### src/rtl/keypad_pkg.sv
// keypad_pkg: shared FSM states, key map and helpers for the keypad controller
package keypad_pkg;
  typedef enum logic [2:0] {IDLE, DEBOUNCE, ACCEPT, HELD, RELEASE} state_t;
  localparam logic [3:0] COLS_IDLE = 4'b1111;
  localparam logic [3:0] KEY_MAP [4][4] = '{
    '{4'h1, 4'h2, 4'h3, 4'hA},
    '{4'h4, 4'h5, 4'h6, 4'hB},
    '{4'h7, 4'h8, 4'h9, 4'hC},
    '{4'hE, 4'h0, 4'hF, 4'hD}
  };
  function automatic logic onehot4_valid(input logic [3:0] v);
    return $countones(v) == 1;
  endfunction
endpackage

### src/rtl/keypad_decode.sv
// keypad_decode: one-hot row plus active-low column to hex key code and validity
module keypad_decode
  import keypad_pkg::*;
(
  input  logic [3:0] row_idx,
  input  logic [3:0] col_sync,
  output logic       valid,
  output logic [3:0] code
);
  logic [1:0] r, c;
  always_comb begin
    r = 2'd0;
    c = 2'd0;
    for (int i = 0; i < 4; i++) begin
      if (row_idx[i]) r = 2'(i);
      if (!col_sync[i]) c = 2'(i);
    end
  end
  assign valid = onehot4_valid(row_idx) && onehot4_valid(~col_sync);
  assign code  = KEY_MAP[r][c];
endmodule

### src/rtl/keypad_key_controller.sv
// keypad_key_controller: freezes the scan on a press, debounces press and release,
// and emits one decoded key per physical press while tracking the last two keys
module keypad_key_controller
  import keypad_pkg::*;
#(
  parameter int DEBOUNCE_CYCLES = 50000
) (
  input  logic       clk,
  input  logic       rst_n,
  input  logic [3:0] row_idx,
  input  logic [3:0] col_sync,
  input  logic       key_detected,
  output logic       scan_hold,
  output logic [3:0] key_code,
  output logic       key_pulse,
  output logic [3:0] digit_new,
  output logic [3:0] digit_old,
  output logic       busy
);
  localparam int CNT_W = $clog2(DEBOUNCE_CYCLES + 1);
  localparam logic [CNT_W-1:0] LAST = CNT_W'(DEBOUNCE_CYCLES - 1);
  state_t state, state_d;
  logic [CNT_W-1:0] cnt, cnt_d;
  logic [3:0] cand_row, cand_row_d, cand_col, cand_col_d;
  logic [3:0] code_d, new_d, old_d, dec_code;
  logic pulse_d, dec_valid;
  // Idle qualifies live inputs; afterwards the latched candidate is decoded
  keypad_decode u_dec (
    .row_idx (state == IDLE ? row_idx : cand_row),
    .col_sync(state == IDLE ? col_sync : cand_col),
    .valid   (dec_valid),
    .code    (dec_code)
  );
  always_comb begin
    state_d    = state;
    cnt_d      = cnt;
    cand_row_d = cand_row;
    cand_col_d = cand_col;
    pulse_d    = 1'b0;
    code_d     = key_code;
    new_d      = digit_new;
    old_d      = digit_old;
    case (state)
      IDLE:
        if (key_detected && dec_valid) begin
          cand_row_d = row_idx;
          cand_col_d = col_sync;
          cnt_d      = '0;
          state_d    = DEBOUNCE;
        end
      DEBOUNCE:
        if (col_sync != cand_col) state_d = IDLE;
        else if (cnt == LAST) state_d = ACCEPT;
        else cnt_d = cnt + 1'b1;
      ACCEPT: begin
        pulse_d = 1'b1;
        code_d  = dec_code;
        new_d   = dec_code;
        old_d   = digit_new;
        state_d = HELD;
      end
      HELD:
        if (col_sync == COLS_IDLE) begin
          cnt_d   = '0;
          state_d = RELEASE;
        end
      RELEASE:
        if (col_sync != COLS_IDLE) begin
          cnt_d   = '0;
          state_d = HELD;
        end else if (cnt == LAST) state_d = IDLE;
        else cnt_d = cnt + 1'b1;
      default: state_d = IDLE;
    endcase
  end
  always_ff @(posedge clk or negedge rst_n) begin
    if (!rst_n) begin
      state     <= IDLE;
      cnt       <= '0;
      cand_row  <= '0;
      cand_col  <= '0;
      scan_hold <= 1'b0;
      busy      <= 1'b0;
      key_pulse <= 1'b0;
      key_code  <= '0;
      digit_new <= '0;
      digit_old <= '0;
    end else begin
      state     <= state_d;
      cnt       <= cnt_d;
      cand_row  <= cand_row_d;
      cand_col  <= cand_col_d;
      scan_hold <= state_d != IDLE;
      busy      <= state_d != IDLE;
      key_pulse <= pulse_d;
      key_code  <= code_d;
      digit_new <= new_d;
      digit_old <= old_d;
    end
  end
endmodule
### config.mk
export PLATFORM = sky130hd
export DESIGN_NAME = keypad_key_controller
export DESIGN_NICKNAME = d
export VERILOG_FILES = /design/src/rtl/keypad_pkg.sv /design/src/rtl/keypad_decode.sv /design/src/rtl/keypad_key_controller.sv
export SDC_FILE = /design/constraint.sdc
export NUM_CORES = 1
export LEC_CHECK = 0
export ABC_AREA = 1
export BUFFER_PORTS_ARGS = -buffer_cell sky130_fd_sc_hd__buf_2
export CAP_MARGIN = 10
export CORE_MARGIN = 1
export CORE_UTILIZATION = 54
export DETAILED_ROUTE_END_ITERATION = 12
export HOLD_SLACK_MARGIN = 0.06
export PLACE_DENSITY = 0.81
export RECOVER_POWER = 100
export SLEW_MARGIN = 20
export SYNTH_ARGS = -nofsm -noshare
export SYNTH_HDL_FRONTEND = slang
export SYNTH_SLANG_ARGS = --single-unit
### constraint.sdc
create_clock -name clk -period 2.7 [get_ports clk]
set_clock_uncertainty 0.05 [all_clocks]
set_input_delay 0.81 -clock clk [delete_from_list [all_inputs] [get_ports clk]]
set_output_delay 0.81 -clock clk [all_outputs]
set_load 0.03 [all_outputs]
==> run_results.csv <==
group,metric,value,unit
die,core,4720,sq um
layout,regArea,926,sq um
sta,worst_pin_slew,0.939,ns
worst_setup_path,cp_data_required_time,2.83,ns
layout,nFillCells,396,
clock_network,path_clk_slew,0.08,ns
die,fp.dieW,71.8,um
detailed_routing,drt-pass1-iter-count,5,
pwr,swShare,48.1,%
synth,synth_nets,410,
placed_design,dpl_worst_slack,-0.411,ns
sta,hold_viol_final,0,
clock_network,ctsHtreeMaxLevel,2,
synth,synth_top_area_share,35.2,%
placed_design,hpwl,4550,um
detailed_routing,ant_nets,0,
synth,synth-seq-area-share,35.2,%
placed_design,io_buffers,25,
pwr,power.total,3.43,mW
pwr,clkPwrFrac,11.5,%
sta,drv_slew,0,
detailed_routing,vias_per_cell,5.29,
pwr,p_sw,1.65,mW
clock_network,cts_tree,"done",
synth,avgSynthCellArea,6.75,sq um
detailed_routing,post_drt_wl_per_cell,12.9,um
global_routing,track_usage,26.5,%
sta,setup_ws,-0.182,ns
placed_design,gp_congestion,0.882,
global_routing,grt_pass1_vias,2471,
die,rows,25,
detailed_routing,drc,0,
synth,synth_seq_cells,37,
layout,syn2layout_area_growth,21.9,%
sta,period_share,107,%
sta,maxSlewHeadroom,37.4,%
layout,final_nets,460,
clock_network,cts.sink_count,37,
detailed_routing,vias,2688,
pwr,seqPwrFrac,24.1,%
worst_setup_path,worst_ep_arrival_time,3.01,ns
outcome,failed_checks,"negative setup slack",
die,initial_core_util,55.8,%
synth,synthTopCellsByArea,"dfrtp_1 35%, nand2_1 20%, nand3_1 6.5%",
layout,multiInputGateArea,1560,sq um
clock_network,clk_latency,0.30,ns
synth,synthCells,390,
die,die_area,5160,sq um
sta,hold_ws,0.426,ns
flow_run,drv_cap,0,
clock_network,clockBufferDepth,2,
outcome,status,"complete, but fails checks",
layout,drive_gt1_share,19.0,%
synth,netlist_area,2630,sq um
sta,max_freq,347,MHz
sta,layout_min_cycle_time,2.88,ns
global_routing,grt_max_degree,38,
synth,synth_flop_cell,"dfrtp_1",
die,die_y,71.8,um
synth,yosys.area.top_type,"dfrtp_1",
synth,ys_top_cells_by_count,"141 x nand2_1, 43 x inv_1, 37 x dfrtp_1, 34 x nand3_1, 33 x nor2_1",
pwr,combPwrFrac,64.4,%
worst_setup_path,worstSetupStartpointType,"register",
die,ios,26,
worst_setup_path,crit_fanout,11,
sta,setup_viol,26,
synth,synth_edf_count,0,
global_routing,grt-ovfl-total,0,
clock_network,numCtsBuffers,5,
detailed_routing,wirelength,6570,um
pwr,vdd_ir_drop_max,771,uV
hold_path,hold_path.class,"register to register",
pwr,intPower,1.78,mW
synth,yosysMostFrequentCell,"nand2_1",
pwr,leakage,1.66,nW
clock_network,cts_root_buf,"clkbuf_8",
global_routing,antenna_found_initial,0,
layout,diodes,0,
sta,grt_setup_unrepaired,"yes",
worst_setup_path,path_class,"register to register",
worst_setup_path,setup.worst_path.end_class,"register",
synth,yosysWarnings,0,
sta,tns,-3.64,ns
global_routing,grt_pass1_wl,10800,um
synth,synth_cell_type_count,30,
detailed_routing,drt_iter0_drc,223,
synth,synth_async_sr_flop_share,100,%
pwr,power_density,1070,nW/um^2
==> worst paths after layout <==
check	from	end	depth (start not counted)	slack [ns]
min in group asynchronous	rst_n	digit_new[0]$_DFFE_PN0P_	1	0.59
worst max register to register	state[1]$_DFF_PN0_	cnt[7]$_DFFE_PN0P_	16	-0.18
worst min-delay path	digit_old[1]$_DFFE_PN0P_	digit_old[1]$_DFFE_PN0P_	2	0.43
worst min register to register	digit_old[1]$_DFFE_PN0P_	digit_old[1]$_DFFE_PN0P_	2	0.43
worst max-delay path	state[1]$_DFF_PN0_	cnt[7]$_DFFE_PN0P_	16	-0.18
max in group asynchronous	rst_n	cnt[14]$_DFFE_PN0P_	1	1.43
==> power groups by stage <==
stage                     clock, mW  sequential [mW]  combinational [mW]
after detailed placement          0            0.829                1.85
after global routing          0.417            0.848                2.42
after floorplan                   0            0.953                1.22
after CTS                     0.398            0.820                1.99
after global placement            0            0.822                1.79
final                         0.393            0.828                2.21
==> sequential cells by signal, indices dropped and copies added (netlist names) <==
| signal | count |
|---|---|
| cnt | 16 |
| cand_col | 4 |
| cand_row | 4 |
| digit_new | 4 |
| digit_old | 4 |
| state | 3 |
| busy | 1 |
| key_pulse | 1 |
==> cell usage in the layout (no fill, tap or decap), types with 2 or more instances in the layout <==
master,count
nor3_1,4
buf_12,2
nand2_1,130
o21ai_2,4
clkbuf_8,5
dfrtp_1,37
buf_4,21
nand2_2,11
xor2_1,7
o21ai_0,12
buf_6,3
o21ai_1,10
inv_2,4
clkbuf_1,17
nand3_1,33
ha_2,2
a21oi_1,3
nor2_1,31
nand2_4,4
clkinv_2,2
buf_2,9
fa_1,2
mux2_2,2
inv_1,40
ha_1,4
nor2_2,5
nand4_1,22
==> layout make-up <==
| class | count | area share, % |
|---|---|---|
| multi-input cells | 296 | 48.5 |
| flip-flops and latches | 37 | 28.8 |
| repair buffers | 55 | 12.0 |
| inverters | 45 | 5.34 |
| well taps | 67 | 2.61 |
| clock buffers | 5 | 2.14 |
| clock inverters | 3 | 0.546 |
==> cells by family after synthesis <==
family	synth area share, %
muxes	1.28
buffers and inverters	9.45
and+or+nand+nor	39.8
DFF	35.2
xor gates and xnor gates	2.33
adders and majority gates	4.85
AOI/OAI and AO/OA	7.13
==> metrics by stage <==
| step | instance area (sq um) | utilization [%] | std cells |
|---|---|---|---|
| 2_1_floorplan | 2670 | - | 390 |
| 3_3_place_gp | 2980 | 63.1 | 492 |
| 3_5_place_dp | 2980 | 63.1 | 492 |
| 4_1_cts | 3130 | 66.4 | 503 |
| 5_1_grt | 3210 | 68.0 | 508 |
| 6_report | 3210 | 68.0 | 508 |
==> metal layers <==
metal  GRT usage [%]  part of all wire [%]  up-vias  wire [um]
met1            35.1                    46     1224       3000
met2            43.8                    46      106       3050
met4            9.80                   1.4        0         91
li1                -                     -     1348          -
met5               0                     0        -          0
met3            4.36                   6.6       10        432
==> critical path, stage by stage (launching register included) <==
cell and delay [ns]:
dfrtp_1 0.41, nor2_4 0.21, buf_6 0.15, nand3_1 0.08
nand2_2 0.10, ha_1 0.24, ha_2 0.18, fa_1 0.43
inv_1 0.06, nand4_1 0.10, nor2_2 0.12, nor2_1 0.07
nor2_2 0.13, nand2_2 0.10, inv_4 0.10, buf_12 0.13
o21ai_0 0.07
==> what timing repair did <==
item	4_1_cts	5_1_grt
pin swaps	4	4
buffers inserted	2	3
cloned	1	2
setup endpoints to repair	26	26
gates resized for setup	17	20
hold buffers	0	0
No activity file was read; power rests on OpenSTA's default activity.
